File: src/rtl/peripheral_adder_arbiter.sv
// peripheral_adder_arbiter: shares one registered adder among NUM_REQ requesters.
// Define PERIPHERAL_ADDER_ARBITER_ROUND_ROBIN_EN for round-robin arbitration; otherwise lowest index wins.
module peripheral_adder_arbiter #(
  parameter int NUM_REQ    = 4,
  parameter int DATA_WIDTH = 8
) (
  input  logic                          clk,
  input  logic                          rst,
  input  logic [NUM_REQ-1:0]            req_valid,
  input  logic [NUM_REQ*DATA_WIDTH-1:0] req_ip1,
  input  logic [NUM_REQ*DATA_WIDTH-1:0] req_ip2,
  output logic [NUM_REQ-1:0]            req_ready,
  output logic                          rsp_valid,
  output logic [$clog2(NUM_REQ)-1:0]    rsp_id,
  output logic [DATA_WIDTH:0]           rsp_out,
  input  logic                          rsp_ready,
  output logic                          busy
);
  localparam int IW = $clog2(NUM_REQ);
  typedef enum logic [1:0] {IDLE, CALC, RESP} state_t;
  state_t                state_q, state_d;
  logic [DATA_WIDTH-1:0] ip1_q, ip2_q;
  logic [DATA_WIDTH:0]   sum_q;
  logic [IW-1:0]         id_q, sel;
  logic                  found, grant;
`ifdef PERIPHERAL_ADDER_ARBITER_ROUND_ROBIN_EN
  logic [IW-1:0]         ptr_q;
  int                    idx;
  always_comb begin
    sel   = '0;
    found = 1'b0;
    idx   = 0;
    for (int k = 0; k < NUM_REQ; k++) begin
      idx = int'(ptr_q) + k;
      if (idx >= NUM_REQ) idx = idx - NUM_REQ;
      if (!found && req_valid[idx]) begin
        found = 1'b1;
        sel   = IW'(idx);
      end
    end
  end
`else
  always_comb begin
    sel   = '0;
    found = 1'b0;
    for (int k = NUM_REQ - 1; k >= 0; k--) begin
      if (req_valid[k]) begin
        found = 1'b1;
        sel   = IW'(k);
      end
    end
  end
`endif
  // rst is folded in so no strobe leaks out while reset is held
  assign grant = rst && state_q == IDLE && found;
  always_comb begin
    req_ready = '0;
    if (grant) req_ready[sel] = 1'b1;
    state_d = (state_q == IDLE) ? (found ? CALC : IDLE) :
              (state_q == CALC) ? RESP :
              (rsp_ready ? IDLE : RESP);
  end
  always_ff @(posedge clk or negedge rst) begin
    if (!rst) begin
      state_q <= IDLE;
      ip1_q   <= '0;
      ip2_q   <= '0;
      id_q    <= '0;
      sum_q   <= '0;
`ifdef PERIPHERAL_ADDER_ARBITER_ROUND_ROBIN_EN
      ptr_q   <= '0;
`endif
    end else begin
      state_q <= state_d;
      if (grant) begin
        ip1_q <= req_ip1[sel*DATA_WIDTH +: DATA_WIDTH];
        ip2_q <= req_ip2[sel*DATA_WIDTH +: DATA_WIDTH];
        id_q  <= sel;
`ifdef PERIPHERAL_ADDER_ARBITER_ROUND_ROBIN_EN
        ptr_q <= (int'(sel) == NUM_REQ - 1) ? '0 : sel + IW'(1);
`endif
      end
      if (state_q == CALC) sum_q <= {1'b0, ip1_q} + {1'b0, ip2_q};
    end
  end
  assign rsp_valid = state_q == RESP;
  assign busy      = state_q != IDLE;
  assign rsp_id    = id_q;
  assign rsp_out   = sum_q;
endmodule
File: config.mk
export PLATFORM = sky130hd
export DESIGN_NAME = peripheral_adder_arbiter
export DESIGN_NICKNAME = d
export VERILOG_FILES = /design/src/rtl/peripheral_adder_arbiter.sv
export SDC_FILE = /design/constraint.sdc
export NUM_CORES = 1
export LEC_CHECK = 0
export ABC_AREA = 1
export BUFFER_PORTS_ARGS = -buffer_cell sky130_fd_sc_hd__buf_2
export CAP_MARGIN = 10
export CORE_ASPECT_RATIO = 1.4
export CORE_MARGIN = 10
export CORE_UTILIZATION = 50
export CTS_BUF_LIST = sky130_fd_sc_hd__clkbuf_2
export CTS_CLUSTER_SIZE = 28
export DETAILED_ROUTE_END_ITERATION = 6
export PLACE_DENSITY = 0.82
export SLEW_MARGIN = 0
export SYNTH_ARGS = -nofsm -noshare
export SYNTH_HDL_FRONTEND = slang
export SYNTH_SLANG_ARGS = --single-unit
File: constraint.sdc
create_clock -name clk -period 1.85 [get_ports clk]
set_input_delay 0.37 -clock clk [delete_from_list [all_inputs] [get_ports clk]]
set_output_delay 0.37 -clock clk [all_outputs]
set_load 0.05 [all_outputs]
After elaboration in Yosys (flattened, before gate mapping)

Cells that the tools add are included.

Equality and inequality tests: 2
Div/mod/pow operators: 0
$lt $le $gt $ge: 2
Add/subtract/negate cells: 1
Reduce and logical (&&, ||, !) cells: 5
Shifts and indexed selects: 2
Multiplexer cells: 15
Bitwise operators: 0
Multipliers: 0

Operators with widths:

| kind                                                        | count |
|---|---|
| variable part select 32 x 6 -> 8 bit                        | 2 |
| 2-to-1 mux 2 bit                                            | 7 |
| adder 8 x 8 -> 9 bit                                        | 1 |
| 2-to-1 mux 1 bit                                            | 6 |
| 2-to-1 mux 4 bit                                            | 1 |
| logical AND 1 bit                                           | 3 |
| less-than comparator 2 x 3 -> 1 bit (second input constant) | 1 |
| demux 1 bit (select 2 bit)                                  | 1 |
| equality test 2 x 1 -> 1 bit (second input constant)        | 1 |
| equality test 2 bit (second input constant)                 | 1 |
| >= comparator 2 x 1 -> 1 bit (second input constant)        | 1 |
| logical NOT 2 bit                                           | 1 |
| nonzero test 2 bit                                          | 1 |

Register bits after elaboration: 29
Memories kept: 0
Latch bits: 0
Bits in writable memories: 0
Input bits: 71
Output and inout bits: 17
Bits in read-only memories: 0
Word-level logic and storage cells: 32

Depth between registers and ports, before layout

Gate-level depths: netlist of the first run.

Depth after elaboration: 9
Mapped depth: 9
Mapped depth without buffers: 9

Least setup slack after synthesis of the first run

No wires, ideal clock.

Kind: reg2out
Start: register state_q[1]
End: output port req_ready[2]
Stages on the path, launching flop included: 6
Data arrival time: 1,634 ps
Data required time: 1,480 ps
Path buffers: 2
Setup slack: -154 ps
Cell sequence: dfrtp_1 > nor2_2 > nand3_2 > buf_6 > buf_4 > nor3_2

Longest elaborated chain between the ends: 4

Ends and longest elaborated chain:

| item                            | RTL line | RTL |
|---|---|---|
| start, declared                 | 21       | `state_t state_q, state_d;` |
| start signal, assigned          | 74       | `state_q <= state_d;` |
| logical NOT 2 bit               | 55       | `assign grant = rst && state_q == IDLE && found;` |
| logical AND 1 bit (2 in series) | 55       |  |
| 2-to-1 mux 4 bit                | 58       | `if (grant) req_ready[sel] = 1'b1;` |
| end, declared                   | 12       | `output logic [NUM_REQ-1:0] req_ready,` |

No other way between the ends.

Worst setup path after layout of the first run

Start: register state_q[0]
End: output port req_ready[1]

The elaborated chain is that of the path after synthesis.

==> out/qor.txt, run 1 <==
Global-route usage over all layers - 15.4%
Mux cell area share after synthesis - 0%
Reg2reg end - rsp_out[6]$_DFFE_PN0N_
R2r setup slk - 0.20 ns
Logic pwr share - 61.1%
Setup crit end kind - output port
Drt pass-1 iters - 4
Worst-path maximum fanout - 4
Syn Area/Cell - 6.34 um^2
Worst hold path type - in -> async
Worst-Margin Slew - 0.351 ns
First-pass GRT wire length - 9880 um
Final worst setup slack - -0.0288 ns
Number of DRC markers in iteration 0 - 78
Vias in the first global route - 2348
Root Driver - clkbuf_2
Worst ir drop on vdd - 0.000381 V
Maximum clock path buffer count - 2
Slowest cell on crit path - dfrtp_1
Synthesized area - 2190 um^2
Routed len/inst - 11.8 um
Worst Path Buf+Inv - 3
Synth area leaders - dfrtp_1 33%, nand2_1 28%, nand3_1 11%, inv_1 7.0%, ha_1 4.6%
CP peak stage delay - 0.45 ns
Fmax - 0.532 GHz
Die ar. - 7470 um^2
Layer with the highest usage - met2
GR Util met2 - 27.3%
# port buffers - 87
Vias per Instance - 4.70
Routability congestion estimate - 0.904
Detailed Place HPWL - 4830 um
Status - finished, violations left
GRT overflow - 0
Largest family of logic cells by synthesized area - simple AND/OR/NAND/NOR gates
P_sw - 1.91 mW
Die Ht - 98.3 um
Delay-heaviest family, CP - flip-flops
Reg2reg start - ip1_q[0]$_DFFE_PN0P_
Commonest non-fill, non-tap cell in the layout - nand2_1
Synth Area in Adders - 5.48%
Final Hold Fails - 0
Core Util, Final - 66.0%
Fill cells - 406
RSZ-0062 raised after global routing - true
Post-Syn Instances - 346
Slew Limit Headroom - 76.6%
Initial Util - 51.7%
Cts bufs inserted - 5
Synth unique cells - 24
Worst endpoint data arrival time - 1.51 ns
Clock Sinks - 29
Syn nets - 426
Syn-to-layout area delta - 27.7%
Die Span X - 76.0 um
Power per Cell Area - 1310 nW/um^2
Routed wire length - 5930 um
Post-Synth XOR/XNOR Area - 0%
Initial antenna violation count - 0
CTS tree - built
Clock Power Share - 8.6%
Post-DRT Antenna Nets - 0
DRC viols - 0
Sw Ratio - 52.0%
CP startpoint kind - flop
Leak Pwr - 1.75 nW
Share of the synthesized area in the top cell type - 33.1%
CP Cell Sequence - nor2_4 -> nand3_4 -> inv_4 -> nand3_1 -> inv_2 -> buf_8
Hold_ws - 0.0752 ns
Internal power - 1.76 mW
#FFs+latches synth - 29
Final setup viols - 3
Vias - 2354
Critical path class - reg -> out
Req. time, crit path - 1.48 ns
# rows - 28
Net count, final - 520
Synth Area in Simple Gates - 46.6%
Post-synthesis compound-gate area fraction - 2.63%
Failing checks - setup timing
Final period utilization - 102%
Setup TNS - -0.0653 ns
Met1 usage in global routing - 16.1%
Final Max Slew Viols - 0
Grt met3 use - 3.85%
Largest net degree at the start of global routing - 30
Synth area leader - dfrtp_1
Final worst clock skew - 0.0128 ns
Boundary pin count - 88
Share of layout cells above drive strength 1 - 28.8%
Commonest cells after routing, fill and taps aside - 163 x nand2_1, 83 x buf_2, 50 x nand3_1
Core footprint - 4240 um^2
Antenna Cells - 0
Final min period - 1.88 ns
Ys Warns - 0
Clk Latency, worst-skew pair - 0.36 ns
CTS H-Tree Depth - 2
Max Cap Viol - 0
Sequential share of power - 30.3%
Clk slew on worst S/H paths - 0.16 ns
Worst reg-to-reg path cell count - 9
Seq/Total Area, Yosys - 33.1%
Post-CTS Hold Buffers - 0
## flip-flops by register name, indices dropped and copies added, names as in the netlist
name and cells:
rsp_out 9, ip1_q 8, ip2_q 8, rsp_id 2
state_q 2
## worst max-delay path by stage
stage                                     from            to  cells after the start
after floorplan           state_q[1]$_DFF_PN0_  req_ready[2]                      5
after global placement            req_valid[0]  req_ready[2]                      6
after detailed placement          req_valid[0]  req_ready[2]                      6
after CTS                 state_q[1]$_DFF_PN0_  req_ready[0]                      6
after global routing      state_q[0]$_DFF_PN0_  req_ready[3]                      6
final                     state_q[0]$_DFF_PN0_  req_ready[1]                      6
## power groups by stage
| stage | Sequential, mW | Combinational (mW) | Clock (mW) |
|---|---|---|---|
| after detailed placement | 1.13 | 2.17 | 0 |
| final | 1.11 | 2.24 | 0.315 |
| after global placement | 1.11 | 2.13 | 0 |
| after floorplan | 1.49 | 1.31 | 0 |
| after global routing | 1.16 | 2.53 | 0.346 |
| after CTS | 1.12 | 2.24 | 0.335 |
## cell type report
class,count,area (um^2),area share [%]
clock buffer,5,25.0,0.894
timing repair buffer,98,547,19.5
tap,60,75.1,2.68
inverter,47,181,6.48
clock inverter,3,17.5,0.626
multi-input combinational,259,1230,43.8
sequential,29,727,26.0
## Yosys cell counts (all sizes together)
cell type	number
a21oi	6
nand3	52
o21ai	4
or2	1
buf	11
nor2	16
ha	8
a211oi	1
inv	47
nand3b	2
dfrtp	29
nand2	167
fa	1
nor3	1
## metrics by stage
step | total power, mW | area, um^2 | setup WS (ns) | cells
6_report | 3.67 | 2800 | -0.0288 | 501
5_1_grt | 4.03 | 2800 | -0.117 | 501
4_1_cts | 3.69 | 2790 | -0.0504 | 501
3_5_place_dp | 3.30 | 2700 | 0.121 | 491
3_3_place_gp | 3.23 | 2700 | 0.140 | 491
2_1_floorplan | 2.79 | 2200 | 0.0464 | 346
## worst register-to-register path: cells and delay by family (launching register included)
family / cells / cell delay (ns)
adder cells (fa/ha/maj): 2 / 0.60
flip-flops: 1 / 0.42
AND/OR/NAND/NOR: 7 / 0.60
## cells by family (layout without fill, tap and decap cells)
kind of cell             after synthesis  after routing
flip-flops                            29             29
AO/OA/AOI/OAI                         11             11
AND/OR/NAND/NOR                      239            239
adder cells (fa/ha/maj)                9              9
buffers and inverters                 58            153
## routing by layer
layer / vias up / part of all wire (%) / wire length, um
li1: 1246 / - / -
met1: 1025 / 40 / 2360
met2: 68 / 52 / 3060
met3: 15 / 5.2 / 308
met4: 0 / 3.2 / 189
met5: - / 0 / 0
## what timing repair did
item / 4_1_cts / 5_1_grt
endpoints found under the setup margin: 4 / 4
buffers inserted: 2 / 0
endpoints found under the hold margin: 0 / 0
pin swaps: 1 / 1
gates resized for setup: 11 / 3
Note: power is estimated with default switching activity, not from simulation.
==> run 2: changes to the inputs <==
Settings changed: ABC_AREA 1 to 0, PLACE_DENSITY 0.82 to 0.83.
==> out/qor.txt, run 2 <==
Status - finished, violations left
Failing checks - setup timing
Worst endpoint data arrival time - 1.69 ns
Final min period - 2.06 ns
CTS tree - built
Worst hold path type - in -> reg
Top FF cell, synth - dfrtp_1
Commonest non-fill, non-tap cell in the layout - buf_2
Worst Path Buf+Inv - 1
Number of DRC markers in iteration 0 - 96
Core footprint - 3990 um^2
Placed insts - 367
Post-Syn Instances - 241
R2r setup slk - 0.09 ns
Vias - 2082
Routability congestion estimate - 0.822
Count leader, synth - dfrtp_1
# port buffers - 87
Share of layout cells above drive strength 1 - 37.3%
Final Hold Fails - 0
Share of the synthesized area in the top cell type - 35.0%
Critical path class - reg -> out
Drt pass-1 iters - 4
Setup crit end kind - output port
Die Ht - 96.2 um
Clk slew on worst S/H paths - 0.18 ns
Detailed Place HPWL - 4640 um
Vias in the first global route - 2176
Syn Area/Cell - 8.60 um^2
Sw Ratio - 47.4%
Synth area leaders - dfrtp_1 35%, o211ai_1 6.9%, nor3b_1 5.8%, o31ai_1 5.8%, nor2b_1 5.4%
Max reg flops - 9
Initial Util - 52.0%
Largest net degree at the start of global routing - 33
RSZ-0062 raised after global routing - true
Req. time, crit path - 1.48 ns
Routed len/inst - 15.4 um
Fmax - 0.486 GHz
Max Cap Viol - 0
Global-route usage over all layers - 16.7%
CP peak stage delay - 0.45 ns
Worst-path maximum fanout - 4
Net count, final - 417
Final worst setup slack - -0.208 ns
Die ar. - 7160 um^2
Final std cells w/o fill - 381
Logic pwr share - 61.9%
Vias per Instance - 5.46
Internal power - 2.22 mW
Clk Latency, worst-skew pair - 0.38 ns
Boundary pin count - 88
Root Driver - clkbuf_2
Cts bufs inserted - 5
Clock Sinks - 29
Final worst clock skew - 0.0278 ns
Final setup viols - 3
Worst ir drop on vdd - 0.000557 V
Slew Limit Headroom - 24.6%
Synth top cells by count - 29 x dfrtp_1, 22 x a21oi_1, 22 x inv_1, 19 x o211ai_1, 18 x nor2b_1
Routed wire length - 5860 um
Syn-to-layout area delta - 36.3%
Antenna Cells - 0
Worst-Margin Slew - 1.13 ns
Hold_ws - 0.193 ns
CTS H-Tree Depth - 2
Power per Cell Area - 1490 nW/um^2
Sequential share of power - 27.0%
Core Util, Final - 70.8%
Synth unique cells - 36
Post-DRT Antenna Nets - 0
CP startpoint kind - flop
Asr flop ratio synth - 100%
Final period utilization - 111%
Maximum clock path buffer count - 2
Final Max Slew Viols - 0
Seq/Total Area, Yosys - 35.0%
Leak Pwr - 1.35 nW
Die Span X - 74.4 um
EDFF count, synth - 0
Slowest cell on crit path - or3b_4
P_sw - 2.00 mW
GRT overflow - 0
# rows - 27
CP Cell Sequence - or3b_4 -> and4b_1 -> buf_6
Synth area leader - dfrtp_1
DRC viols - 0
#FFs+latches synth - 29
Syn nets - 321
Synthesized area - 2070 um^2
Delay-heaviest family, CP - simple AND/OR/NAND/NOR gates
WL met3 - 542 um
Initial antenna violation count - 0
Commonest cells after routing, fill and taps aside - 82 x buf_2, 29 x dfrtp_1, 22 x inv_1
First-pass GRT wire length - 9630 um
DRT met1 WL - 2320 um
Top routing layer in use - met4
Met2 wire len - 2910 um
Clock Power Share - 11.1%
Ys Warns - 0
==> run 2: cell count changes in the layout (fill, tap and decap cells not counted), sizes merged, moves of 8 or more <==
cell    previous run  this run
o31ai              0        16
nor2b              0        18
buf               98       106
inv               47        22
a21oi              6        22
nand3             52         3
o21ai              4        22
nor2              16         7
nand2            167        15
nor3b              0        16
o211ai             0        19
==> run 2: worst register-to-register path, stage by stage, from the launching register on <==
cell	delay (ns)
dfrtp_1	0.46
ha_4	0.20
fa_2	0.42
a21oi_4	0.17
buf_4	0.13
o21bai_1	0.06
xnor2_1	0.13
o21ai_1	0.07
==> run 2: kinds of logic after synthesis <==
logic type / count (synthesis) / share of synthesized area [%]
AO/OA/AOI/OAI: 90 / 27.5
AND/OR/NAND/NOR: 67 / 20.0
buffers and inverters: 40 / 9.00
flip-flops: 29 / 35.0
adder cells (fa/ha/maj): 9 / 5.80
XOR/XNOR: 5 / 2.11
multiplexers: 1 / 0.483
==> run 2: repair_timing <==
item,CTS,global route
pin swaps,1,4
hold buffers,2,0
hold endpoints to repair,29,0
setup endpoints to repair,7,9
gates resized for setup,13,12
buffers inserted,0,4
==> run 2: through the flow <==
stage | setup TNS, ns | power, mW | cell area, um^2 | setup WS [ns]
6_report | -0.436 | 4.22 | 2820 | -0.208
5_1_grt | -0.658 | 4.57 | 2820 | -0.270
2_1_floorplan | -0.00799 | 2.91 | 2100 | -0.00799
4_1_cts | -0.508 | 4.02 | 2740 | -0.231
3_3_place_gp | 0 | 3.42 | 2600 | 0.0394
3_5_place_dp | -0.0873 | 3.49 | 2600 | -0.0481
==> run 2: layout make-up <==
cell class                 count  area [um^2]
multi-input combinational    172         1240
fill                         326         1160
sequential                    29          726
timing repair buffer         107          652
inverter                      22         82.6
tap                           43         53.8
clock inverter                 3         46.3
clock buffer                   5         25.0
==> run 2: final timing paths <==
kind	from	endpoint	cells past startpoint
setup / recovery	state_q[0]$_DFF_PN0_	req_ready[3]	3
hold / removal	rsp_ready	state_q[1]$_DFF_PN0_	2
setup reg to reg	ip2_q[0]$_DFFE_PN0P_	rsp_out[4]$_DFFE_PN0N_	7
hold reg to reg	rsp_out[5]$_DFFE_PN0N_	rsp_out[5]$_DFFE_PN0N_	2
max in group asynchronous	rst	ip2_q[2]$_DFFE_PN0P_	4
min in group asynchronous	rst	state_q[1]$_DFF_PN0_	4
==> run 2: layer usage <==
layer | vias to the layer above | global-route usage (%)
met4 | 0 | 7.28
met2 | 76 | 27.9
li1 | 1064 | -
met5 | - | 0
met3 | 6 | 7.00
met1 | 936 | 18.0
==> run 2: power groups by stage <==
| stage | logic (mW) | clock network, mW | registers, mW |
|---|---|---|---|
| floorplan | 1.41 | 0 | 1.50 |
| global placement | 2.28 | 0 | 1.13 |
| detailed placement | 2.34 | 0 | 1.15 |
| CTS | 2.41 | 0.483 | 1.13 |
| global route | 2.88 | 0.503 | 1.18 |
| finish | 2.61 | 0.468 | 1.14 |
==> run 3: changes to the inputs <==
Settings changed: CORE_UTILIZATION 50 to 45, PLACE_DENSITY 0.83 to 0.79, RECOVER_POWER from default to 100, SETUP_SLACK_MARGIN from default to 0.15.
Clock period 1.85 ns to 1.7 ns, I/O delays scaled along.
==> out/qor.txt, run 3 (synthesized netlist as in run 2, its figures left out) <==
Final worst setup slack - -0.321 ns
Number of DRC markers in iteration 0 - 89
Req. time, crit path - 1.36 ns
# port buffers - 87
RSZ-0062 raised after global routing - true
Worst ir drop on vdd - 0.000561 V
Final min period - 2.02 ns
Initial Util - 46.1%
Detailed Place HPWL - 4680 um
Cts bufs inserted - 5
GR Util met2 - 27.3%
Final worst clock skew - 0.0224 ns
CTS tree - built
Die Span X - 77.4 um
Core Util, Final - 66.5%
Power per Cell Area - 1660 nW/um^2
Critical path class - reg -> out
CP startpoint kind - flop
Met1 usage in global routing - 16.0%
Die ar. - 7760 um^2
Commonest non-fill, non-tap cell in the layout - buf_2
Leak Pwr - 1.38 nW
Final period utilization - 119%
Vias in the first global route - 2362
DRC viols - 0
Post-DP Area - 2660 um^2
Post-DRT Antenna Nets - 0
Grt met3 use - 6.53%
First-pass GRT wire length - 10400 um
Die Ht - 100 um
Boundary pin count - 88
Routed len/inst - 16.1 um
Design area - 2990 um^2
Setup crit end kind - output port
Largest net degree at the start of global routing - 33
Pre-CTS setup slack - -0.0505 ns
Clk slew on worst S/H paths - 0.16 ns
Drt pass-1 iters - 4
Status - finished, violations left
Max reg flops - 9
Net count, final - 429
Vias - 2219
Routability congestion estimate - 0.808
Vias per Instance - 5.36
Global-route usage over all layers - 16.0%
Worst endpoint data arrival time - 1.68 ns
Worst-Margin Slew - 1.13 ns
Worst-path maximum fanout - 4
Failing checks - setup timing
Slew Limit Headroom - 24.4%
# rows - 29
Final setup viols - 5
Placed insts - 388
Syn-to-layout area delta - 44.4%
Maximum clock path buffer count - 2
Final Max Slew Viols - 0
Clock Sinks - 29
Root Driver - clkbuf_2
Clk Latency, worst-skew pair - 0.37 ns
Worst hold path type - in -> reg
Final Hold Fails - 0
GRT overflow - 0
Commonest cells after routing, fill and taps aside - 76 x buf_2, 29 x dfrtp_1, 21 x inv_1, 21 x buf_4, 20 x a21oi_1
Core footprint - 4500 um^2
Routed wire length - 6650 um
Max Cap Viol - 0
Share of layout cells above drive strength 1 - 41.1%
Final std cells w/o fill - 414
Fmax - 0.495 GHz
Initial antenna violation count - 1
Layer with the highest usage - met2
CTS H-Tree Depth - 2
[run 3: changes by cell type in the layout (fill, tap and decap cells not counted), sizes merged]
cell,delta
nor2,+2
bufinv,-1
clkinv,+1
diode,+2
clkbuf,+7
buf,+3
[run 3: through the flow]
stage                     setup TNS [ns]  power (mW)  hold slack [ns]
after global routing               -2.01        5.35            0.114
after global placement            -0.175        3.79            0.375
final                              -1.35        4.97            0.128
after CTS                         -0.986        4.67            0.101
after floorplan                   -0.125        3.21           0.0444
after detailed placement          -0.309        3.86            0.390
[run 3: area by class of cell]
class / count / area [um^2]
Antenna cell: 2 / 5.00
Clock buffer: 5 / 25.0
Clock inverter: 3 / 17.5
Fill cell: 379 / 1510
Inverter: 22 / 85.1
Multi-Input combinational cell: 174 / 1320
Sequential cell: 29 / 726
Tap cell: 62 / 77.6
Timing Repair Buffer: 117 / 736
[run 3: path summary, 6_finish.rpt]
check,cells after the start,slack (ns),startpoint,end
hold / removal,2,0.13,rsp_ready,state_q[1]$_DFF_PN0_
max in group asynchronous,4,0.51,rst,rsp_out[3]$_DFFE_PN0N_
hold reg to reg,2,0.49,rsp_out[0]$_DFFE_PN0N_,rsp_out[0]$_DFFE_PN0N_
setup reg to reg,6,0,ip1_q[0]$_DFFE_PN0P_,rsp_out[6]$_DFFE_PN0N_
min in group asynchronous,4,0.73,rst,state_q[1]$_DFF_PN0_
setup / recovery,4,-0.32,state_q[0]$_DFF_PN0_,req_ready[2]
[run 3: report_power, final]
| group | internal (mW) | total [mW] | switching, mW |
|---|---|---|---|
| clock network | 0.0958 | 0.347 | 0.251 |
| logic | 1.45 | 3.36 | 1.91 |
| registers | 1.02 | 1.27 | 0.242 |
[run 3: what timing repair did]
| action | 4_1_cts | 5_1_grt |
|---|---|---|
| buffers inserted | 8 | 4 |
| gates cloned | 1 | 1 |
| endpoints found under the hold margin | 29 | 0 |
| pin swaps | 9 | 6 |
| endpoints found under the setup margin | 26 | 29 |
| hold buffers | 2 | 0 |
| gates resized for setup | 30 | 17 |
[run 3: worst max-delay path, cell delays in order, from the launching register on]
cell,delay (ns)
dfrtp_1,0.41
or3b_4,0.43
buf_6,0.14
nor4_4,0.13
buf_6,0.19
[run 3: metal layers]
| layer | wire length, um | up-vias |
|---|---|---|
| met1 | 2440 | 1020 |
| met5 | 0 | - |
| met4 | 226 | 0 |
| met2 | 3380 | 92 |
| met3 | 600 | 19 |
| li1 | - | 1088 |
